`src/rtl/vga_console_writer_pkg.sv`:
```
// vga_console_writer_pkg: geometry, control codes, video-word layout and FSM states for the console writer
package vga_console_writer_pkg;
    localparam int COLS = 39;
    localparam int ROWS = 13;
    localparam logic [6:0] BLANK = 7'h20;
    localparam logic [8:0] CLR_COLOR = 9'h1FF;
    localparam logic [6:0] CH_LF = 7'h0A;
    localparam logic [6:0] CH_CR = 7'h0D;
    localparam logic [6:0] CH_BS = 7'h08;
    localparam logic [6:0] CH_FF = 7'h0C;
    localparam logic [6:0] CURSOR_GLYPH = 7'h5F;
    localparam logic [8:0] LAST_ADDR = 9'(ROWS * COLS - 1);
    localparam logic [8:0] LINE_LAST = 9'(COLS - 1);
    localparam logic [5:0] EOL_COL = 6'(COLS - 1);
    localparam logic [3:0] LAST_ROW = 4'(ROWS - 1);

    // video word: rgb in [15:7], char in [6:0]
    function automatic logic [15:0] video_word(input logic [8:0] rgb, input logic [6:0] ch);
        return {rgb, ch};
    endfunction

    localparam logic [15:0] BLANK_WORD = {CLR_COLOR, BLANK};

    typedef enum logic [1:0] {
        S_CLR_ALL,
        S_IDLE,
        S_CLR_LINE
`ifdef VGA_CONSOLE_CURSOR_EN
        , S_CUR_DRAW
`endif
    } state_t;
endpackage

```
`src/rtl/vga_cursor_ctr.sv`:
```
// vga_cursor_ctr: cursor row/col plus running row base (row*COLS) so the linear address needs no multiplier
module vga_cursor_ctr
    import vga_console_writer_pkg::*;
(
    input  logic       clk,
    input  logic       rst,
    input  logic       adv,
    input  logic       nl,
    input  logic       cr,
    input  logic       home,
    input  logic       bs,
    output logic [3:0] row,
    output logic [5:0] col,
    output logic [8:0] base,
    output logic [8:0] addr
);
    logic wrap_row;

    assign wrap_row = row == LAST_ROW;
    assign addr = base + 9'(col);

    always_ff @(posedge clk) begin
        if (rst || home) begin
            row <= '0;
            col <= '0;
            base <= '0;
        end else if (nl || (adv && col == EOL_COL)) begin
            col <= '0;
            row <= wrap_row ? '0 : row + 4'd1;
            base <= wrap_row ? '0 : base + 9'(COLS);
        end else if (adv) begin
            col <= col + 6'd1;
        end else if (cr) begin
            col <= '0;
        end else if (bs && col != '0) begin
            col <= col - 6'd1;
        end
    end
endmodule

```
`src/rtl/vga_console_writer.sv`:
```
// vga_console_writer: ASCII/control byte stream to registered video-memory writes with cursor and clears
// Optional visible cursor glyph when VGA_CONSOLE_CURSOR_EN is defined.
module vga_console_writer
    import vga_console_writer_pkg::*;
(
    input  logic        clk,
    input  logic        rst,
    input  logic        ch_valid,
    output logic        ch_ready,
    input  logic [6:0]  ch_data,
    input  logic [8:0]  ch_color,
    output logic        we,
    output logic [8:0]  mem_addr,
    output logic [15:0] mem_data,
    output logic [3:0]  cur_row,
    output logic [5:0]  cur_col
);
`ifdef VGA_CONSOLE_CURSOR_EN
    localparam logic CURSOR_EN = 1'b1;
    localparam state_t S_MOVED = S_CUR_DRAW;
`else
    localparam logic CURSOR_EN = 1'b0;
    localparam state_t S_MOVED = S_IDLE;
`endif

    state_t state, state_n;
    logic [8:0] cnt, cnt_n, row_base, cur_addr, addr_n;
    logic [15:0] data_n;
    logic we_n, adv, nl, cr, home, bs, printable;

    assign printable = ch_data >= BLANK && ch_data <= 7'h7E;

    vga_cursor_ctr u_cursor (
        .clk  (clk),
        .rst  (rst),
        .adv  (adv),
        .nl   (nl),
        .cr   (cr),
        .home (home),
        .bs   (bs),
        .row  (cur_row),
        .col  (cur_col),
        .base (row_base),
        .addr (cur_addr)
    );

    always_ff @(posedge clk) begin
        if (rst) begin
            state <= S_CLR_ALL;
            cnt <= '0;
            we <= 1'b0;
            mem_addr <= '0;
            mem_data <= '0;
        end else begin
            state <= state_n;
            cnt <= cnt_n;
            we <= we_n;
            mem_addr <= addr_n;
            mem_data <= data_n;
        end
    end

    always_comb begin
        state_n = state;
        cnt_n = cnt;
        we_n = 1'b0;
        addr_n = mem_addr;
        data_n = mem_data;
        adv = 1'b0;
        nl = 1'b0;
        cr = 1'b0;
        home = 1'b0;
        bs = 1'b0;
        ch_ready = 1'b0;
        case (state)
            S_CLR_ALL: begin
                we_n = 1'b1;
                addr_n = cnt;
                data_n = BLANK_WORD;
                cnt_n = (cnt == LAST_ADDR) ? '0 : cnt + 9'd1;
                state_n = (cnt == LAST_ADDR) ? S_MOVED : S_CLR_ALL;
            end
            S_CLR_LINE: begin
                we_n = 1'b1;
                addr_n = row_base + cnt;
                data_n = BLANK_WORD;
                cnt_n = (cnt == LINE_LAST) ? '0 : cnt + 9'd1;
                state_n = (cnt == LINE_LAST) ? S_MOVED : S_CLR_LINE;
            end
`ifdef VGA_CONSOLE_CURSOR_EN
            S_CUR_DRAW: begin
                we_n = 1'b1;
                addr_n = cur_addr;
                data_n = video_word(CLR_COLOR, CURSOR_GLYPH);
                state_n = S_IDLE;
            end
`endif
            default: begin
                ch_ready = 1'b1;
                if (ch_valid) begin
                    if (printable) begin
                        we_n = 1'b1;
                        addr_n = cur_addr;
                        data_n = video_word(ch_color, ch_data);
                        adv = 1'b1;
                        state_n = (cur_col == EOL_COL) ? S_CLR_LINE : S_MOVED;
                    end else if (ch_data == CH_LF || ch_data == CH_CR) begin
                        // with a visible cursor the old glyph is erased before moving
                        we_n = CURSOR_EN;
                        addr_n = cur_addr;
                        data_n = BLANK_WORD;
                        nl = ch_data == CH_LF;
                        cr = ch_data == CH_CR;
                        state_n = (ch_data == CH_LF) ? S_CLR_LINE : S_MOVED;
                    end else if (ch_data == CH_BS && cur_col != '0) begin
                        we_n = 1'b1;
                        addr_n = CURSOR_EN ? cur_addr : cur_addr - 9'd1;
                        data_n = BLANK_WORD;
                        bs = 1'b1;
                        state_n = S_MOVED;
                    end else if (ch_data == CH_FF) begin
                        home = 1'b1;
                        state_n = S_CLR_ALL;
                    end
                end
            end
        endcase
    end
endmodule

```
`config.mk`:
```
export PLATFORM = sky130hd
export DESIGN_NAME = vga_console_writer
export DESIGN_NICKNAME = d
export VERILOG_FILES = /design/src/rtl/vga_console_writer_pkg.sv /design/src/rtl/vga_cursor_ctr.sv /design/src/rtl/vga_console_writer.sv
export SDC_FILE = /design/constraint.sdc
export NUM_CORES = 1
export LEC_CHECK = 0
export ABC_AREA = 1
export BUFFER_PORTS_ARGS = -buffer_cell sky130_fd_sc_hd__buf_2
export CAP_MARGIN = 20
export CORE_MARGIN = 4
export CORE_UTILIZATION = 45
export DETAILED_ROUTE_END_ITERATION = 12
export PLACE_DENSITY = 0.72
export SETUP_SLACK_MARGIN = 0.5
export SYNTH_ARGS = -nofsm -noshare
export SYNTH_HDL_FRONTEND = slang
export SYNTH_SLANG_ARGS = --single-unit
```
`constraint.sdc`:
```
create_clock -name clk -period 6.4 [get_ports clk]
set_clock_uncertainty 0.2 [all_clocks]
set_input_delay 0.32 -clock clk [delete_from_list [all_inputs] [get_ports clk]]
set_output_delay 0.32 -clock clk [all_outputs]
set_load 0.005 [all_outputs]
```
Yosys cells after proc, flatten, opt, wreduce, memory -nomap -nowiden

Cells that the tools add are included.
W data, S select, Z words.

Flip-flop bits (word level): 56
Input bits: 19
Output and inout port bits: 37
Word-level logic and storage cells: 106

Add/subtract/negate cells: 8
$lt $le $gt $ge: 2
Eq/ne operators: 9
Mux-type cells: 54
Reductions and logical operators: 24

Operators by type and width:

| cell                  | count |
|---|---|
| $mux W16              | 5 |
| $mux W9               | 7 |
| $pmux W9 S2           | 2 |
| $eq A7 B4 Y1 const B  | 4 |
| $mux W1               | 27 |
| $mux W6               | 3 |
| $mux W2               | 8 |
| $reduce_bool A6 Y1    | 2 |
| $add A9 B1 Y9 const B | 1 |
| $add A9 B6 Y9         | 1 |
| $add A9 B6 Y9 const B | 1 |
| $add A9 B9 Y9         | 1 |
| $eq A9 B6 Y1 const B  | 1 |
| $eq A9 B9 Y1 const B  | 1 |
| $reduce_bool A3 Y1    | 3 |
| $sub A9 B1 Y9 const B | 1 |
| $reduce_and A2 Y1     | 4 |
| $ge A7 B6 Y1 const B  | 1 |
| $le A7 B7 Y1 const B  | 1 |
| $add A6 B1 Y6 const B | 1 |
| $eq A6 B6 Y1 const B  | 1 |
| $sub A6 B1 Y6 const B | 1 |
| $reduce_bool A5 Y1    | 1 |
| $add A4 B1 Y4 const B | 1 |
| other kinds (11)      | 18 |

Depth between registers and ports, before layout

Depth after elaboration: 11
Depth in mapped cells: 15
Gate-level depth less buffers: 14

Hierarchy

From an unflattened synthesis, not the netlist that was laid out.

Cell total of the unflattened synthesis: 651
Area total of the unflattened synthesis: 4119.0 µm²

By module, submodules not included:

| module             | instances | cells each | area an instance (µm²) |
|---|---|---|---|
| vga_console_writer | 1         | 422        | 2617.5 |
| vga_cursor_ctr     | 1         | 229        | 1501.4 |

Worst setup path before layout

OpenSTA, ideal clock, no wires.

Kind: reg2reg
Start point: register u_cursor.col[0]
End point: register mem_addr[7]
Setup time: 0.109 ns
Arrival time: 1.821 ns
Setup slack: 4.270 ns
Stages on the path, launching flop included: 12
Clock period less this slack: 2.130 ns
Path through: dfxtp_1 ha_1 fa_1 xor2_1 nor2_1 nand4_1 nor2_1 nand3_1 nand3_1 nand3_1 nand2_1 inv_1

Word-level cells in the longest chain between the ends: 7

Ends and longest elaborated chain:

| what                     | RTL line                  | RTL |
|---|---|---|
| start: declaration       | vga_cursor_ctr.sv:13      | `output logic [5:0] col,` |
| start signal: assignment | vga_cursor_ctr.sv:32      | `col <= col + 6'd1;` |
| start signal: assignment | vga_cursor_ctr.sv:36      | `col <= col - 6'd1;` |
| $add A9 B6 Y9            | vga_cursor_ctr.sv:20      | `assign addr = base + 9'(col);` |
| $sub A9 B1 Y9            | vga_console_writer.sv:117 | `addr_n = CURSOR_EN ? cur_addr : cur_addr - 9'd1;` |
| $mux W9                  | vga_console_writer.sv:115 | `end else if (ch_data == CH_BS && cur_col != '0) begin` |
| $mux W9                  | vga_console_writer.sv:107 | `end else if (ch_data == CH_LF \|\| ch_data == CH_CR) begin` |
| $mux W9                  | vga_console_writer.sv:101 | `if (printable) begin` |
| $mux W9                  | vga_console_writer.sv:100 | `if (ch_valid) begin` |
| $pmux W9 S2              | vga_console_writer.sv:75  | `case (state)` |
| end signal: assignment   | vga_console_writer.sv:58  | `mem_addr <= addr_n;` |
| end: declaration         | vga_console_writer.sv:13  | `output logic [8:0] mem_addr,` |

Several ways; a longest one is shown, not always the timed one. The select of a mux whose other input is x is not followed.
A chain may end at the register's enable or synchronous reset.

Worst setup path after layout

Start point: register u_cursor.col[0]
End point: register u_cursor.base[7]

Word-level cells in the longest chain between the ends: 8

Ends and longest elaborated chain:

| what                   | RTL line                  | RTL |
|---|---|---|
| $reduce_bool A6 Y1     | vga_console_writer.sv:115 |  |
| $logic_and A1 B1 Y1    | vga_console_writer.sv:115 |  |
| $mux W1                | vga_console_writer.sv:115 |  |
| $mux W1                | vga_console_writer.sv:107 |  |
| $mux W1                | vga_console_writer.sv:101 |  |
| $mux W1                | vga_console_writer.sv:100 |  |
| $mux W1                | vga_console_writer.sv:75  |  |
| $logic_or A1 B1 Y1     | vga_cursor_ctr.sv:23      | `if (rst \|\| home) begin` |
| end signal: assignment | vga_cursor_ctr.sv:30      | `base <= wrap_row ? '0 : base + 9'(COLS);` |
| end: declaration       | vga_cursor_ctr.sv:14      | `output logic [8:0] base,` |

Several ways; a longest one is shown, not always the timed one.

==> run_results.csv <==
group,metric,value,unit
finish,fin_util,51.52,%
grt,grt-busiest-layer,"met2",
grt,groute.layer.met3.usage,3.506,%
detailed_routing,via_per_inst,5.449,
detailed_routing,drt_iter0_drc,270,
synth,avgSynthCellArea,6.811,um^2
timing,period_minus_slack,2630,ps
detailed_routing,drc,0,
synth,synthDistinctLibCells,40,
critical_path,crit_family,"simple AND/OR/NAND/NOR gates",
critical_path,arrival,2640,ps
die,die_area,9930,um^2
critical_path,worstPathMaxFanout,11,
finish,final_common_cell,"nand2_1",
critical_path,max_stage_delay,430,ps
run,maxCapViolCount,0,
detailed_routing,vias,3874,
synth,synth_ff_type,"dfxtp_1",
cts,clk_latency,320,ps
synth,synth.largest_area_cell,"dfxtp_1",
cts,ctsHoldBuffers,0,
detailed_routing,ant_nets,0,
cts,clock_sink_count,56,
detailed_routing,drtPass1Iterations,5,
finish,layout-drive-gt1-share,15.18,%
synth,syn-cell-area,3780,um^2
grt,antenna_found_initial,0,
critical_path,crit_required,6410,ps
placement,portBuffers,55,
synth,syn_inst,555,
finish,nets,650,
grt,grt-ovfl-total,0,
grt,grt_max_degree,30,
timing,fin_crit_sh,41.09,%
finish,area_delta_synth_final,11.42,%
cts,cts_buffers,5,
placement,gp_congestion,0.9139,
finish,final_cell_mix,"nand2_1, inv_1, nor2_1",
synth,synth-edff-count,0,
cts,root_buffer,"clkbuf_8",
die,row_count,33,
cts,cts_max_level,2,
cts,cts.path.max_buffers,2,
synth,synthDominantCellAreaShare,29.66,%
finish,diodes,0,
critical_path,cpMaxStageDelayCell,"dfxtp_1",
timing,fmax,380.3,MHz
critical_path,crit_path_start_kind,"register",
power_and_ir_drop,ir_drop,80.25,uV
finish,nFillCells,802,
timing,relSlewSlack,62.64,%
grt,use_met2,31.56,%
placement,hpwl,7.769,mm
die,boundaryPins,56,
synth,synth_seq_cells,56,
status,outcome,"completed",
grt,grt_usage,19.94,%
cts,cts_setup_buffers,0,
timing,rsz0062_at_grt,"false",
power_and_ir_drop,p_leak,1.961,nW
timing,hold_viol_final,0,
grt,met1_usage,27.76,%
detailed_routing,routedWlPerCell,14.05,um
timing,setup-violations-final,0,
die,start_util,46.24,%
synth,syn_nets,600,
die,coreArea,8175,um^2
critical_path,path_cells,"inv_1 -> ha_1 -> nand3_1 -> nor2_1 -> nand2_1 -> nand2_1 -> nand2_1 -> clkinv_1 -> o211ai_1 -> xor2_1 -> nor2_1",
critical_path,cp-end-kind,"register",
die,die_w,99.65,um
synth,yosysWarningCount,0,
cts,ctsResizeCount,0,
synth,ys_top_cells_by_area,"dfxtp_1, nand2_1, ha_1",
die,fp.dieH,99.65,um
grt,grt_pass1_wl,16.42,mm
synth,synthArstFlopShare,0,%
grt,grt_pass1_vias,3609,
power_and_ir_drop,power_density,148.2,nW/um^2
timing,fin_setup_tns,0,ps
worst_hold_path,hp-class,"in -> reg",
timing,worst_slew_pin_slew,554.5,ps
timing,slew_viol_final,0,
cts,clk_pin_slew,120,ps
cts,cts_tree,"done",
synth,ys_seq_area_share,29.66,%
detailed_routing,wl,9.989,mm
critical_path,critPathBufInv,2,
critical_path,cp_common_cell,"nand2_1",
critical_path,crit_type,"reg -> reg",
==> flip-flops by register name, summed over array words and instances (netlist names) <==
name and count:
u_cursor.col 6, cnt 9, u_cursor.row 4, mem_data 16, u_cursor.base 9, we 1
mem_addr 9, state 2
==> layout make-up <==
type / count / area, um^2 / share of cell area [%]
multi-input combinational: 413 / 2305 / 54.72
sequential: 56 / 1121 / 26.62
tap: 105 / 131.4 / 3.119
clock buffer: 5 / 68.82 / 1.634
inverter: 74 / 285.3 / 6.774
clock inverter: 3 / 25.02 / 0.5942
timing repair buffer: 55 / 275.3 / 6.536
==> per-layer routing <==
| layer | part of all wire (%) | vias to the layer above |
|---|---|---|
| met2 | 45 | 153 |
| li1 | - | 1947 |
| met5 | 0 | - |
| met3 | 6.9 | 19 |
| met4 | 1.3 | 0 |
| met1 | 47 | 1755 |
==> cells by family after synthesis <==
kind of cell,Yosys count,synth area share (%)
DFF,56,29.66
AOI/OAI and AO/OA,121,18.70
buffers and inverters,86,9.368
and+or+nand+nor,248,29.10
xor gates and xnor gates,18,4.171
adders and majority gates,26,9.004
==> worst reg2reg max path, stage by stage, from the launching register on <==
cell and delay [ps]:
dfxtp_1 430, inv_1 170, ha_1 230, nand3_1 80, nor2_1 60, nand2_1 90, nand2_1 100, nand2_1 380
clkinv_1 360, o211ai_1 200, xor2_1 170, nor2_1 50
==> report_power, final <==
group	total (mW)	switching, mW	internal, mW
sequential	0.361	0.00589	0.355
clock	0.212	0.132	0.0803
combinational	0.0511	0.0307	0.0204
total	0.624	0.169	0.455
==> cells in the mapped netlist, drive strengths merged, types with 2 or more instances <==
master / count
clkbuf: 5
a211oi: 7
nand3: 52
xor2: 15
a21o: 2
o22ai: 3
or2: 3
a21oi: 51
nand2: 107
nand4: 10
o211ai: 2
xnor2: 3
nor3: 12
o221a: 5
o21ai: 43
buf: 7
dfxtp: 56
ha: 24
inv: 73
nor2: 63
fa: 2
a31oi: 4
==> worst paths after layout <==
check,startpoint,end,slack (ps),cells past startpoint
setup / recovery,u_cursor.col[0],u_cursor.base[7],3770,11
hold reg to reg,mem_data[2],mem_data[2],270,2
hold / removal,ch_data[6],mem_data[5],20,2
setup reg to reg,u_cursor.col[0],u_cursor.base[7],3770,11
==> through the flow <==
stage               total power, mW  cells  cell area [um^2]  setup WS, ps  hold slack [ps]
floorplan                    0.3987    555              3780          4270            220.8
global placement             0.4188    703              4118          3804            252.9
detailed placement           0.4192    703              4118          3816            252.5
CTS                          0.6283    711              4212          3811            12.25
global route                 0.6478    711              4212          3612            35.17
finish                       0.6241    711              4212          3770            21.23
(Power assumes the default switching activity.)
